**src/rtl/scan_pkg.sv**
```systemverilog
// Shared definitions for the scan-bank reader and the writer-side manager.
// Holds the bank geometry, the reader FSM state type and a bank-index helper.
package scan_pkg;

  localparam int unsigned NUM_BANKS   = 6;
  localparam int unsigned BANK_ADDR_W = 10;
  localparam int unsigned WORD_W      = 32;
  localparam int unsigned BANK_IDX_W  = 3;

  typedef enum logic [1:0] {
    StIdle,
    StScan,
    StDrain,
    StRelease
  } scan_state_e;

  // Banks are visited 0..NUM_BANKS-1 and then wrap back to 0.
  function automatic logic [BANK_IDX_W-1:0] next_bank(input logic [BANK_IDX_W-1:0] b);
    return (b == BANK_IDX_W'(NUM_BANKS - 1)) ? '0 : b + 1'b1;
  endfunction

endpackage

```
**src/rtl/word_fifo.sv**
```systemverilog
// Small synchronous FIFO used as the reader's output buffer.
// Ports:
//   clk_in, rst_in   - clock and synchronous active-high reset
//   push_in/wdata_in - write one entry (ignored when full)
//   pop_in           - remove the head entry (ignored when empty)
//   rdata_out        - head entry, forced to zero while empty
//   count_out        - number of stored entries
//   empty_out/full_out
module word_fifo #(
  parameter int unsigned WIDTH = 33,
  parameter int unsigned DEPTH = 4,
  localparam int unsigned CNT_W = $clog2(DEPTH + 1),
  localparam int unsigned PTR_W = (DEPTH > 1) ? $clog2(DEPTH) : 1
) (
  input  logic             clk_in,
  input  logic             rst_in,
  input  logic             push_in,
  input  logic [WIDTH-1:0] wdata_in,
  input  logic             pop_in,
  output logic [WIDTH-1:0] rdata_out,
  output logic [CNT_W-1:0] count_out,
  output logic             empty_out,
  output logic             full_out
);

  logic [WIDTH-1:0] mem_q [DEPTH];
  logic [WIDTH-1:0] mem_d [DEPTH];
  logic [PTR_W-1:0] wptr_q, wptr_d;
  logic [PTR_W-1:0] rptr_q, rptr_d;
  logic [CNT_W-1:0] count_q, count_d;
  logic             do_push, do_pop;

  // Pointers wrap explicitly so DEPTH need not be a power of two.
  function automatic logic [PTR_W-1:0] ptr_inc(input logic [PTR_W-1:0] p);
    return (p == PTR_W'(DEPTH - 1)) ? '0 : p + 1'b1;
  endfunction

  assign empty_out = (count_q == '0);
  assign full_out  = (count_q == CNT_W'(DEPTH));
  assign count_out = count_q;
  assign rdata_out = empty_out ? '0 : mem_q[rptr_q];

  always_comb begin
    do_push = push_in && !full_out;
    do_pop  = pop_in && !empty_out;
    mem_d   = mem_q;
    wptr_d  = wptr_q;
    rptr_d  = rptr_q;
    count_d = count_q;
    if (do_push) begin
      mem_d[wptr_q] = wdata_in;
      wptr_d        = ptr_inc(wptr_q);
    end
    if (do_pop) begin
      rptr_d = ptr_inc(rptr_q);
    end
    case ({do_push, do_pop})
      2'b10:   count_d = count_q + 1'b1;
      2'b01:   count_d = count_q - 1'b1;
      default: count_d = count_q;
    endcase
  end

  always_ff @(posedge clk_in) begin
    if (rst_in) begin
      mem_q   <= '{default: '0};
      wptr_q  <= '0;
      rptr_q  <= '0;
      count_q <= '0;
    end else begin
      mem_q   <= mem_d;
      wptr_q  <= wptr_d;
      rptr_q  <= rptr_d;
      count_q <= count_d;
    end
  end

endmodule

```
**src/rtl/scan_bank_reader.sv**
```systemverilog
// Reads completed sample banks out in write order (0..5, wrapping) and streams
// each bank's words over a valid/ready interface, then releases the bank.
// Optional feature: define SCAN_BANK_TAG_EN to add tag_out (source bank index
// travelling with each word through the output FIFO).
// Ports:
//   clk_in, rst_in    - clock and synchronous active-high reset
//   bank_full_in      - per-bank pulse: bank completely written
//   rd_bank_out       - bank currently being read
//   rd_addr_out       - port-B read address
//   rd_data_in        - port-B data, READ_LATENCY cycles after the address
//   data_out/valid_out/ready_in/last_out - output stream, last on final word
//   bank_release_out  - per-bank pulse once a bank is fully delivered
//   overflow_out      - sticky: a bank was refilled while still pending
//   tag_out           - (SCAN_BANK_TAG_EN only) source bank of data_out
module scan_bank_reader
  import scan_pkg::*;
#(
  parameter int unsigned READ_LATENCY = 2,
  parameter int unsigned BANK_DEPTH   = 1024,
  parameter int unsigned FIFO_DEPTH   = 4
) (
  input  logic                   clk_in,
  input  logic                   rst_in,
  input  logic [NUM_BANKS-1:0]   bank_full_in,
  output logic [BANK_IDX_W-1:0]  rd_bank_out,
  output logic [BANK_ADDR_W-1:0] rd_addr_out,
  input  logic [WORD_W-1:0]      rd_data_in,
  output logic [WORD_W-1:0]      data_out,
  output logic                   valid_out,
  input  logic                   ready_in,
  output logic                   last_out,
  output logic [NUM_BANKS-1:0]   bank_release_out,
  output logic                   overflow_out
`ifdef SCAN_BANK_TAG_EN
  ,
  output logic [BANK_IDX_W-1:0]  tag_out
`endif
);

`ifdef SCAN_BANK_TAG_EN
  localparam int unsigned TagW = BANK_IDX_W;
`else
  localparam int unsigned TagW = 0;
`endif
  localparam int unsigned FifoW = WORD_W + 1 + TagW;
  localparam int unsigned CntW  = $clog2(FIFO_DEPTH + 1);
  localparam int unsigned OccW  = $clog2(READ_LATENCY + FIFO_DEPTH + 1);

  scan_state_e state_q, state_d;

  logic [NUM_BANKS-1:0]   pending_q, pending_d;
  logic [BANK_IDX_W-1:0]  cur_bank_q, cur_bank_d;
  logic [BANK_ADDR_W-1:0] rd_addr_q, rd_addr_d;
  logic [READ_LATENCY-1:0] vld_pipe_q, vld_pipe_d;
  logic [READ_LATENCY-1:0] last_pipe_q, last_pipe_d;
  logic                   overflow_q, overflow_d;

  logic                   issue, release_en, addr_at_end;
  logic [NUM_BANKS-1:0]   release_mask;
  logic [OccW-1:0]        in_flight, occupancy;

  logic                   fifo_push, fifo_pop, fifo_empty, fifo_full;
  logic [CntW-1:0]        fifo_count;
  logic [FifoW-1:0]       fifo_wdata, fifo_rdata;

  assign addr_at_end = (rd_addr_q == BANK_ADDR_W'(BANK_DEPTH - 1));

  // Reads issued but not yet returned.
  always_comb begin
    in_flight = '0;
    for (int i = 0; i < READ_LATENCY; i++) begin
      in_flight = in_flight + OccW'(vld_pipe_q[i]);
    end
  end

  // Every outstanding read already owns a FIFO slot, so returning data can
  // always be pushed regardless of how long the consumer stalls.
  assign occupancy = in_flight + OccW'(fifo_count);

  // FSM: state register
  always_ff @(posedge clk_in) begin
    if (rst_in) begin
      state_q <= StIdle;
    end else begin
      state_q <= state_d;
    end
  end

  // FSM: next state
  always_comb begin
    state_d = state_q;
    unique case (state_q)
      StIdle:    if (pending_q[cur_bank_q]) state_d = StScan;
      StScan:    if (issue && addr_at_end) state_d = StDrain;
      StDrain:   if ((in_flight == '0) && fifo_empty) state_d = StRelease;
      StRelease: state_d = StIdle;
      default:   state_d = StIdle;
    endcase
  end

  // FSM: outputs
  always_comb begin
    issue      = 1'b0;
    release_en = 1'b0;
    unique case (state_q)
      StScan:    issue = (occupancy < OccW'(FIFO_DEPTH));
      StRelease: release_en = 1'b1;
      default:   ;
    endcase
  end

  // Datapath next state
  always_comb begin
    release_mask = release_en ? (NUM_BANKS'(1) << cur_bank_q) : '0;
    // A new full pulse wins over a simultaneous release of the same bank.
    pending_d    = (pending_q & ~release_mask) | bank_full_in;
    overflow_d   = overflow_q | (|(bank_full_in & pending_q));
    cur_bank_d   = release_en ? next_bank(cur_bank_q) : cur_bank_q;

    rd_addr_d = rd_addr_q;
    if (state_q == StIdle) begin
      rd_addr_d = '0;
    end else if (issue) begin
      rd_addr_d = addr_at_end ? '0 : rd_addr_q + 1'b1;
    end

    vld_pipe_d[0]  = issue;
    last_pipe_d[0] = issue && addr_at_end;
    for (int i = 1; i < READ_LATENCY; i++) begin
      vld_pipe_d[i]  = vld_pipe_q[i-1];
      last_pipe_d[i] = last_pipe_q[i-1];
    end
  end

  always_ff @(posedge clk_in) begin
    if (rst_in) begin
      pending_q   <= '0;
      cur_bank_q  <= '0;
      rd_addr_q   <= '0;
      vld_pipe_q  <= '0;
      last_pipe_q <= '0;
      overflow_q  <= 1'b0;
    end else begin
      pending_q   <= pending_d;
      cur_bank_q  <= cur_bank_d;
      rd_addr_q   <= rd_addr_d;
      vld_pipe_q  <= vld_pipe_d;
      last_pipe_q <= last_pipe_d;
      overflow_q  <= overflow_d;
    end
  end

  assign fifo_push = vld_pipe_q[READ_LATENCY-1];
  assign fifo_pop  = ready_in;

  // cur_bank_q cannot change while reads are outstanding (release waits for
  // the drain), so it is the correct source tag at push time.
`ifdef SCAN_BANK_TAG_EN
  assign fifo_wdata = {cur_bank_q, last_pipe_q[READ_LATENCY-1], rd_data_in};
  assign tag_out    = fifo_rdata[FifoW-1 -: BANK_IDX_W];
`else
  assign fifo_wdata = {last_pipe_q[READ_LATENCY-1], rd_data_in};
`endif

  word_fifo #(
    .WIDTH (FifoW),
    .DEPTH (FIFO_DEPTH)
  ) u_word_fifo (
    .clk_in    (clk_in),
    .rst_in    (rst_in),
    .push_in   (fifo_push),
    .wdata_in  (fifo_wdata),
    .pop_in    (fifo_pop),
    .rdata_out (fifo_rdata),
    .count_out (fifo_count),
    .empty_out (fifo_empty),
    .full_out  (fifo_full)
  );

  assign rd_bank_out      = cur_bank_q;
  assign rd_addr_out      = rd_addr_q;
  assign data_out         = fifo_rdata[WORD_W-1:0];
  assign last_out         = fifo_rdata[WORD_W];
  assign valid_out        = !fifo_empty;
  assign bank_release_out = release_mask;
  assign overflow_out     = overflow_q;

  no_fifo_overflow: assert property (@(posedge clk_in) disable iff (rst_in)
    !(fifo_push && fifo_full && !ready_in));

endmodule

```
**config.mk**
```make
export PLATFORM = sky130hd
export DESIGN_NAME = scan_bank_reader
export DESIGN_NICKNAME = d
export VERILOG_FILES = /design/src/rtl/scan_pkg.sv /design/src/rtl/word_fifo.sv /design/src/rtl/scan_bank_reader.sv
export SDC_FILE = /design/constraint.sdc
export NUM_CORES = 1
export LEC_CHECK = 0
export BUFFER_PORTS_ARGS = -buffer_cell sky130_fd_sc_hd__clkbuf_2
export CAP_MARGIN = 20
export CORE_MARGIN = 10
export CORE_UTILIZATION = 40
export CTS_BUF_LIST = sky130_fd_sc_hd__clkbuf_4
export CTS_CLUSTER_SIZE = 24
export DETAILED_ROUTE_END_ITERATION = 8
export PLACE_DENSITY = 0.68
export RECOVER_POWER = 50
export SETUP_SLACK_MARGIN = 0.02
export SLEW_MARGIN = 20
export SYNTH_ARGS = -nofsm -noshare
export SYNTH_HDL_FRONTEND = slang
export SYNTH_SLANG_ARGS = --single-unit
export TNS_END_PERCENT = 100
```
**constraint.sdc**
```tcl
create_clock -name clk_in -period 2.86 [get_ports clk_in]
set_input_delay 0.429 -clock clk_in [delete_from_list [all_inputs] [get_ports clk_in]]
set_output_delay 0.429 -clock clk_in [all_outputs]
set_load 0.03 [all_outputs]
```
==> out/metrics.yaml <==
critical_path:
  max_stage_delay_ps: 570
  crit_required_ps: 2430
  crit_arrival_ps: 2220
  critPathCaptureType: "output pin"
  crit_buf_inv: 2
  cp_slowest_cell: "dfxtp_2"
  critical_path.startpoint_type: "register"
  critPathKind: "reg -> out"
  cpLargestDelayFamily: "flip-flops"
  crit_chain: "buf_4, mux4_2, and2_1, clkbuf_2"
  critPathMaxFanout: 10
route:
  wl_per_cell_um: 16.6
  ant_nets: 0
  drt_iter0_drc: 284
  via_per_inst: 5.20
  drc: 0
  drt_wl_total_um: 19500
  vias: 6097
  dr.pass1.iters: 4
cts:
  cts_resized: 0
  cts_setup_buffers: 0
  path_clk_slew_ps: 130
  cts_sinks: 165
  cts_tree: "built"
  clkLatencyLatePin_ps: 560
  cts_hold_buf: 0
  htree_levels: 4
  root_buffer: "clkbuf_4"
  cts_max_path_buffers: 2
  numCtsBuffers: 17
run:
  max_cap_violations: 1
grt:
  globalRouteOverflowTotal: 0
  antenna_found_initial: 2
  grt_pass1_vias: 6154
  grt_pass1_wl_um: 31800
  grt_use_total_pct: 15.8
  grt_start_max_net_pins: 73
yosys:
  ys_seq_area_share_pct: 43.1
  synthTopCellsByArea: "dfxtp_1 (43%), nand2_1 (14%), a21oi_2 (10%)"
  muxShareOfSynthArea_pct: 10.4
  synth.avg_cell_area_um2: 8.98
  synth_cells: 853
  synth_warnings: 0
  synthSimpleGateAreaFrac_pct: 20.8
  synthAdderAreaFrac_pct: 2.71
  synth-xor-area-share_pct: 1.14
  ys_ff_latch: 165
  synth_top_family_by_area: "simple AND/OR/NAND/NOR gates"
  yosys.area.top_type: "dfxtp_1"
  syn-num-nets: 910
  synth_top_area_share_pct: 43.1
  yosys.cell_types.count: 45
  synthesis.area_mm2: 0.00766
  synth_compound_area_share_pct: 16.3
floorplanning:
  die_area_mm2: 0.0251
  die_w_um: 158
  initial_core_util_pct: 40.8
  core-area_mm2: 0.0188
  placementRows: 50
  boundaryPins: 95
  die_y_um: 158
outcome:
  outcome: "finished with violations"
  violations: "max-capacitance violations, max-slew violations"
placement:
  place_area_mm2: 0.00826
  hpwlAfterDp_um: 12400
  placedCellCount: 1139
  portBuffers: 94
  place_congestion: 0.783
layout:
  utilization_pct: 45.3
  final_cell_mix: "nand2_1 (279), dfxtp_1 (163), clkbuf_2 (82)"
  fin_nets: 981
  nFillCells: 1894
  fin_area_mm2: 0.00850
  drive_gt1_share_pct: 25.9
  final_cells: 1172
  final_common_cell: "nand2_1"
  syn_to_final_growth_pct: 11.0
timing:
  fmax_mhz: 377
  hold_viol_final: 0
  setup-tns-final_ps: 0
  report.final.slew_viol_count: 72
  clock-skew-final_ps: 18.4
  rsz0062_at_grt: "false"
  post-route-period-util_pct: 92.7
  worstMarginPinSlew_ps: 1770
  min_period_ps: 2650
  relSlewSlack_pct: -18.2
  finalSetupViolCount: 0
pwr:
  p_total_uw: 5130
  p_leak_uw: 0.00292
  vdd_ir_drop_max_uv: 258
  power_density_mw_per_mm2: 604
min_path:
  hp-class: "in -> reg"
worst paths after layout:
path | from | to | slack (ps) | cells past startpoint
worst max-delay path | u_word_fifo.rptr_q[0] | last_out | 210 | 4
worst min-delay path | bank_full_in[5] | pending_q[5] | 100 | 3
worst max register to register | vld_pipe_q[0] | rd_addr_out[3] | 260 | 6
worst min register to register | last_pipe_q[0] | last_pipe_q[1] | 460 | 1
cells in the mapped netlist (all sizes together):
master   instances
a31oi            2
a222oi           1
o32a             1
nand2          279
o21ai            7
ha              15
mux4            33
buf             36
or3              5
o21a             1
o31ai            2
mux2i            5
and3             2
and4             1
a2111oi          1
nor3b            1
fa               1
o31a             1
a311oi           1
a21oi          148
dfxtp          165
xor2             6
inv             19
nor2            26
nand2b           1
xnor2            4
clkbuf          25
nand3           10
nor2b            3
nor3             8
and2            39
o311ai           1
a22oi            1
nand4            2
state kept, by name (all words and copies together), names as in the netlist:
register / flops
u_word_fifo.count_out: 3
u_word_fifo.mem_q: 132
state_q: 2
rd_addr_out: 10
last_pipe_q: 2
rd_bank_out: 3
pending_q: 6
u_word_fifo.rptr_q: 2
vld_pipe_q: 2
overflow_out: 1
u_word_fifo.wptr_q: 2
power breakdown:
part / leakage [µW] / internal (µW) / switching, µW
Sequential: 0.00133 / 2380 / 91.4
Combinational: 0.00140 / 338 / 597
Clock: 0.000186 / 900 / 823
area by class of cell:
class / instances / area [µm²] / share of cell area [%]
Multi-Input combinational cell: 608 / 3820 / 45.0
Sequential cell: 165 / 3310 / 38.9
Timing Repair Buffer: 113 / 624 / 7.34
Tap cell: 234 / 293 / 3.44
Clock inverter: 12 / 228 / 2.68
Clock buffer: 20 / 150 / 1.77
Inverter: 19 / 71.3 / 0.839
Antenna cell: 1 / 2.50 / 0.0294
per-stage QoR:
stage                     hold slack (ps)  setup slack, ps
after floorplan                       414              726
final                                96.6              208
after global routing                 62.8             68.7
after detailed placement              427              712
after global placement                429              709
after CTS                            58.7             75.1
routing by layer:
metal  vias up  track usage, %  wire length [µm]  part of all wire, %
met5         -               0                13                0.067
met4         2            4.32               221                  1.1
met3        19            3.62              1120                  5.7
met2       159            26.0              9270                   48
met1      2938            20.4              8870                   45
li1       2979               -                 -                    -
kinds of logic after synthesis:
| kind of cell | Yosys count |
|---|---|
| xor+xnor | 10 |
| simple gates | 377 |
| flops | 165 |
| buf+inv | 80 |
| mux | 38 |
| fa+ha+maj | 16 |
| compound gates | 167 |
worst min-delay path, cell delays in order:
cell and delay, ps:
clkbuf_2 90, a21oi_1 40, nor2_1 70
Note: power is estimated with default switching activity, not from simulation.
